**config.mk**
```make
export PLATFORM = sky130hd
export DESIGN_NAME = dmem_arbiter
export DESIGN_NICKNAME = d
export VERILOG_FILES = /design/src/rtl/dmem_arb_pkg.sv /design/src/rtl/dmem_arb_starve_ctr.sv /design/src/rtl/dmem_arbiter.sv
export SDC_FILE = /design/constraint.sdc
export NUM_CORES = 1
export LEC_CHECK = 0
export CAP_MARGIN = 25
export CORE_AREA = 2 2 116 118
export CTS_CLUSTER_SIZE = 28
export DETAILED_ROUTE_END_ITERATION = 8
export DIE_AREA = 0 0 118 120
export GPL_TIMING_DRIVEN = 0
export PLACE_DENSITY = 0.65
export RECOVER_POWER = 25
export SKIP_LAST_GASP = 1
export SLEW_MARGIN = 20
export SYNTH_ARGS = -nofsm -noshare
export SYNTH_HDL_FRONTEND = slang
export SYNTH_HIERARCHICAL = 1
export SYNTH_SLANG_ARGS = --single-unit
```
**constraint.sdc**
```tcl
create_clock -name clk -period 3.7 [get_ports clk]
set_input_delay 0.925 -clock clk [delete_from_list [all_inputs] [get_ports clk]]
set_output_delay 0.925 -clock clk [all_outputs]
set_load 0.05 [all_outputs]
```
**src/rtl/dmem_arb_pkg.sv**
```systemverilog
// Shared types and helpers for the data-memory arbiter: response owner encoding,
// request bundle, and the word-legality check used by both the grant path and stats.
package dmem_arb_pkg;

    localparam int WORD_BYTES = 4;
    localparam int ALIGN_BITS = $clog2(WORD_BYTES);

    typedef enum logic [1:0] {
        OWNER_NONE = 2'd0,
        OWNER_M0   = 2'd1,
        OWNER_M1   = 2'd2
    } owner_e;

    typedef struct packed {
        logic        valid;
        logic        we;
        logic [31:0] addr;
        logic [31:0] wdata;
    } dmem_req_t;

    // A byte address is legal when it is word aligned and its word index is inside dmem.
    function automatic logic addr_legal(input logic [31:0] addr, input logic [31:0] depth);
        return (addr[ALIGN_BITS-1:0] == '0) && ((addr >> ALIGN_BITS) < depth);
    endfunction

endpackage

```
**src/rtl/dmem_arb_starve_ctr.sv**
```systemverilog
// Saturating count of consecutive cycles in which m1 asked but lost arbitration;
// force_m1 tells the grant logic that m1 has waited long enough and must win now.
module dmem_arb_starve_ctr #(
    parameter int MAX_WAIT = 4,
    parameter int WAIT_W   = $clog2(MAX_WAIT + 1)
) (
    input  logic clk,
    input  logic rst_n,
    input  logic m1_valid,
    input  logic m1_grant,
    output logic force_m1
);

    localparam logic [WAIT_W-1:0] WAIT_MAX = WAIT_W'(MAX_WAIT);

    logic [WAIT_W-1:0] wait_cnt;

    always_ff @(posedge clk) begin
        if (!rst_n) begin
            wait_cnt <= '0;
        end else if (!m1_valid || m1_grant) begin
            wait_cnt <= '0;
        end else if (wait_cnt != WAIT_MAX) begin
            wait_cnt <= wait_cnt + WAIT_W'(1);
        end
    end

    assign force_m1 = (wait_cnt == WAIT_MAX);

endmodule

```
**src/rtl/dmem_arbiter.sv**
```systemverilog
// Two-master arbiter for the single-port data memory (m0 = CPU LSU, m1 = debug/DMA).
// Optional grant/error counters are built when DMEM_ARBITER_STATS_EN is defined.
module dmem_arbiter
    import dmem_arb_pkg::*;
#(
    parameter int DEPTH    = 64,
    parameter int MAX_WAIT = 4,
    parameter int WAIT_W   = $clog2(MAX_WAIT + 1)
) (
    input  logic        clk,
    input  logic        rst_n,

    input  logic        m0_req_valid,
    input  logic        m0_req_we,
    input  logic [31:0] m0_req_addr,
    input  logic [31:0] m0_req_wdata,
    output logic        m0_req_ready,
    output logic        m0_rsp_valid,
    output logic [31:0] m0_rsp_rdata,
    output logic        m0_rsp_err,

    input  logic        m1_req_valid,
    input  logic        m1_req_we,
    input  logic [31:0] m1_req_addr,
    input  logic [31:0] m1_req_wdata,
    output logic        m1_req_ready,
    output logic        m1_rsp_valid,
    output logic [31:0] m1_rsp_rdata,
    output logic        m1_rsp_err,

    output logic [31:0] dmem_addr,
    input  logic [31:0] dmem_rdata,
    output logic        dmem_we,
    output logic [31:0] dmem_wdata
`ifdef DMEM_ARBITER_STATS_EN
    ,
    output logic [31:0] m0_grant_cnt,
    output logic [31:0] m1_grant_cnt,
    output logic [15:0] err_cnt
`endif
);

    // Handshake: a request transfers in the cycle where req_valid && req_ready; the
    // requester holds valid/we/addr/wdata stable until then. The response appears
    // exactly one cycle later as a single-cycle rsp_valid pulse with rdata/err.

    dmem_req_t req0;
    dmem_req_t req1;
    dmem_req_t sel;
    logic      force_m1;
    logic      grant0;
    logic      grant1;
    logic      granted;
    logic      sel_legal;

    owner_e      rsp_owner;
    logic [31:0] rdata_q;
    logic        err_q;

    assign req0 = '{valid: m0_req_valid, we: m0_req_we, addr: m0_req_addr, wdata: m0_req_wdata};
    assign req1 = '{valid: m1_req_valid, we: m1_req_we, addr: m1_req_addr, wdata: m1_req_wdata};

    dmem_arb_starve_ctr #(
        .MAX_WAIT (MAX_WAIT),
        .WAIT_W   (WAIT_W)
    ) u_starve_ctr (
        .clk      (clk),
        .rst_n    (rst_n),
        .m1_valid (req1.valid),
        .m1_grant (grant1),
        .force_m1 (force_m1)
    );

    // Grant is deliberately not gated by reset so the memory path stays live.
    always_comb begin
        grant0 = 1'b0;
        grant1 = 1'b0;
        if (req1.valid && force_m1) begin
            grant1 = 1'b1;
        end else if (req0.valid) begin
            grant0 = 1'b1;
        end else if (req1.valid) begin
            grant1 = 1'b1;
        end
    end

    always_comb begin
        sel = '0;
        if (grant0) begin
            sel = req0;
        end else if (grant1) begin
            sel = req1;
        end
    end

    assign granted   = sel.valid;
    assign sel_legal = addr_legal(sel.addr, 32'(DEPTH));

    assign m0_req_ready = grant0;
    assign m1_req_ready = grant1;

    assign dmem_addr  = sel.addr;
    assign dmem_wdata = sel.wdata;
    assign dmem_we    = granted && sel.we && sel_legal;

    always_ff @(posedge clk) begin
        if (!rst_n) begin
            rsp_owner <= OWNER_NONE;
            rdata_q   <= '0;
            err_q     <= 1'b0;
        end else begin
            if (grant0) begin
                rsp_owner <= OWNER_M0;
            end else if (grant1) begin
                rsp_owner <= OWNER_M1;
            end else begin
                rsp_owner <= OWNER_NONE;
            end
            rdata_q <= (granted && sel_legal && !sel.we) ? dmem_rdata : '0;
            err_q   <= granted && !sel_legal;
        end
    end

    assign m0_rsp_valid = (rsp_owner == OWNER_M0);
    assign m1_rsp_valid = (rsp_owner == OWNER_M1);
    assign m0_rsp_rdata = rdata_q;
    assign m1_rsp_rdata = rdata_q;
    assign m0_rsp_err   = err_q;
    assign m1_rsp_err   = err_q;

`ifdef DMEM_ARBITER_STATS_EN
    always_ff @(posedge clk) begin
        if (!rst_n) begin
            m0_grant_cnt <= '0;
            m1_grant_cnt <= '0;
            err_cnt      <= '0;
        end else begin
            if (grant0) begin
                m0_grant_cnt <= m0_grant_cnt + 32'd1;
            end
            if (grant1) begin
                m1_grant_cnt <= m1_grant_cnt + 32'd1;
            end
            if (granted && !sel_legal) begin
                err_cnt <= err_cnt + 16'd1;
            end
        end
    end
`endif

    a_grant_exclusive : assert property (@(posedge clk) !(grant0 && grant1));
    a_write_is_legal  : assert property (@(posedge clk) dmem_we |-> sel_legal);

endmodule

```
==> key figures <==
Worst hold path
  – Hold_sp: u_starve_ctr/wait_cnt[1]
  – Hold crit path type: reg -> reg
  – WHS Endpoint: u_starve_ctr/wait_cnt[1]
  – Hold Path Stages: 2

Power and ir drop
  – Int Pwr: 1076 µW
  – Worst VDD drop: 0.0002046 V
  – Switching power of the nets: 495.3 µW
  – Logic gate share of total power: 38.8%
  – Sw Share: 31.52%
  – Seq pwr share: 26.5%
  – Lkg Pwr: 0.002407 µW
  – Clk pwr share: 34.8%
  – Pwr dens: 281.7 mW/mm²

Setup path
  – CP required: 2.77 ns
  – Worst Path Arrival: 2.73 ns
  – CP max stage delay: 0.43 ns
  – Critical register-to-register path startpoint: u_starve_ctr/wait_cnt[0]
  – Buf/Inv on CP: 2
  – Worst setup SP type: input port
  – CP top delay family: simple AND/OR/NAND/NOR gates
  – Reg2reg end: m0_rsp_rdata[0]
  – Kind of critical path: in -> out
  – Worst reg2reg setup slack: 0.87 ns
  – Crit. End Element: primary output
  – CP Cell Sequence: clkdlybuf4s50_1 > or3_4 > o211ai_1 > nand4_1 > nor3b_2 > and3_4 > buf_8
  – Slowest CP cell: clkdlybuf4s50_1
  – CP max FO: 2
  – R2R cell count: 10

Logic synthesis
  – Number of synthesized register bits: 38
  – Yosys warns: 6
  – Top cells by count, synth: 60 x a22o_1, 38 x dfxtp_1, 33 x buf_4
  – Most area-hungry cell type in the Yosys netlist: dfxtp_1
  – Sequential area share after synthesis: 33.76%
  – Mapped Cells: 245
  – Async SR Flop Fraction: 0%
  – Mean Syn Cell Area: 9.198 µm²
  – Top area cells in the synthesized netlist: dfxtp_1 34%, a22o_1 23%, buf_4 11%, and2_2 7.7%, and2_1 3.1%
  – EDFF count, synth: 0
  – Synth Flop Type: dfxtp_1
  – Post-Syn Nets: 413
  – Mapped Area: 0.002253 mm²
  – Area share of the largest cell type after synthesis: 33.76%
  – Most frequent cell after synthesis: a22o_1
  – Distinct cell type count of the synthesized netlist: 36

Clock network
  – # H-tree levels: 2
  – Hold-fix buffers, CTS: 0
  – Clk buf depth: 2
  – Clock sinks: 38
  – Clock Root Buffer: clkbuf_16
  – Num CTS Buffers: 5
  – CTS tree: done
  – Worst-path clk slew: 0.05 ns
  – Worst-Skew Late Latency: 0.28 ns

Place
  – Gpl congestion: 0.8103
  – Place WS: -1.031 ns
  – Placement Cell Area: 0.005478 mm²
  – Post-DP HPWL: 10,140 µm
  – Buffers on Ports: 300

STA
  – Worst-Margin Slew: 0.5309 ns
  – Hold Slack: 0.5237 ns
  – Final period util: 98.71%
  – Crit path time final: 3.652 ns
  – Layout Skew: 0.006604 ns
  – Final Max Tran Viols: 0
  – Setup ws final: 0.04765 ns
  – Final Hold Fails: 0
  – Unrepaired setup endpoints after global routing: yes
  – Max Freq: 273.8 MHz
  – Setup violators final: 0
  – Max-slew headroom: 64.50%

Floorplan
  – Total die area: 0.01416 mm²
  – Initial Util: 17.36%
  – Die Wd: 118 µm
  – Core box area: 0.01298 mm²
  – Die height: 120 µm
  – # rows: 42
  – IO Pins: 301

Global routing
  – Global-route wire length before repair: 17,550 µm
  – Grt ovf: 0
  – Initial antenna violation count: 0
  – All-layer global routing usage: 15.74%
  – Largest net degree at the start of global routing: 14
  – Vias in the first global route: 3,204

Layout
  – Layout cell share with drive strength beyond 1: 28.90%
  – Antenna Cells: 0
  – Syn-to-layout area delta: 147.6%
  – Post-Layout Inst Area: 0.005579 mm²
  – Filler instances: 1,326
  – Layout net count: 724

Detailed routing
  – Wire per inst: 15.86 µm
  – Detailed-route DRC error count: 0
  – Vias per inst: 4.186
  – Final WL: 11,630 µm
  – Remaining antenna violation count: 0
  – TritonRoute pass-1 iters: 4
  – DR vias: 3,068
  – Iter 0 DRT Violations: 97

Outcome
  – Status: complete, no violations

Run
  – Max Cap Violations: 0
-- layer usage --
metal	routed length [µm]	vias up	track usage, %
met5	0	-	0
met4	157	0	4.367
met3	1051	12	4.658
met2	6017	191	30.27
met1	4398	1380	16.53
li1	-	1485	-
-- power groups by stage --
stage / combinational, µW / clock [µW] / sequential [µW]
after floorplan: 305 / 0 / 431
after global placement: 631 / 0 / 424
after detailed placement: 632 / 0 / 425
after CTS: 590 / 565 / 416
after global routing: 637 / 585 / 416
final: 609 / 546 / 416
-- tightest hold or removal path, stage by stage (launching register included) --
cell	delay (ns)
dfxtp_1	0.33
nand3_1	0.07
a21oi_1	0.06
-- registers in the layout (all words and copies together) (netlist names) --
register	count
m0_rsp_rdata	32
u_starve_ctr/wait_cnt	3
rsp_owner	2
m0_rsp_err	1
-- worst max-delay path by stage --
stage,from,end,slack [ns],cells past startpoint
6_report,m1_req_addr[22],dmem_we,0.05,7
3_5_place_dp,m1_req_valid,dmem_addr[26],-1.03,7
3_3_place_gp,m1_req_valid,dmem_addr[26],-1.04,7
4_1_cts,m1_req_valid,dmem_we,-0.12,8
2_1_floorplan,m0_req_valid,dmem_addr[17],0.08,6
5_1_grt,m1_req_valid,dmem_we,-0.02,8
-- layout by cell type, fill, tap and decap left out, drive strengths merged, types with 2 or more instances in the layout --
cell type / count
nand3: 3
dlygate4sd2: 6
buf: 70
a32oi: 4
nand4: 2
nor4: 8
and3: 2
ha: 2
inv: 9
clkbuf: 50
and2: 34
o21ai: 3
a21oi: 3
nor2b: 2
dfxtp: 38
clkdlybuf4s50: 229
bufinv: 2
nor2: 3
nand2: 6
clkdlybuf4s15: 3
a22o: 61
o211ai: 2
-- stage by stage --
stage | power, µW | setup TNS [ns] | utilization [%] | std cells
CTS | 1570 | -0.2358 | 41.80 | 729
global route | 1638 | -0.03710 | 42.98 | 733
detailed placement | 1057 | -60.44 | 42.20 | 721
finish | 1572 | 0 | 42.98 | 733
floorplan | 735.6 | 0 | - | 245
global placement | 1055 | -59.20 | 42.20 | 721
-- cells by family after synthesis --
kind of cell | share of synthesized area (%)
adders and majority gates | 1.110
buffers and inverters | 16.05
and+or+nand+nor | 20.21
AOI/OAI and AO/OA | 28.87
DFF | 33.76
-- layout make-up --
cell class | count | area [µm²] | share of cell area (%)
Clock inverter | 3 | 68.82 | 1.233
Multi-Input combinational cell | 147 | 1181 | 21.17
Sequential cell | 38 | 760.7 | 13.64
Tap cell | 176 | 220.2 | 3.947
Inverter | 9 | 33.78 | 0.6055
Timing Repair Buffer | 305 | 2839 | 50.89
Buffer | 50 | 350.3 | 6.279
Clock buffer | 5 | 125.1 | 2.243
-- what timing repair did --
item | in CTS | in global routing
resized for setup | 331 | 58
pin swaps | 5 | 8
gates cloned | 0 | 0
setup buffers | 1 | 4
endpoints found under the setup margin | 67 | 64
Note: power is estimated with default switching activity, not from simulation.
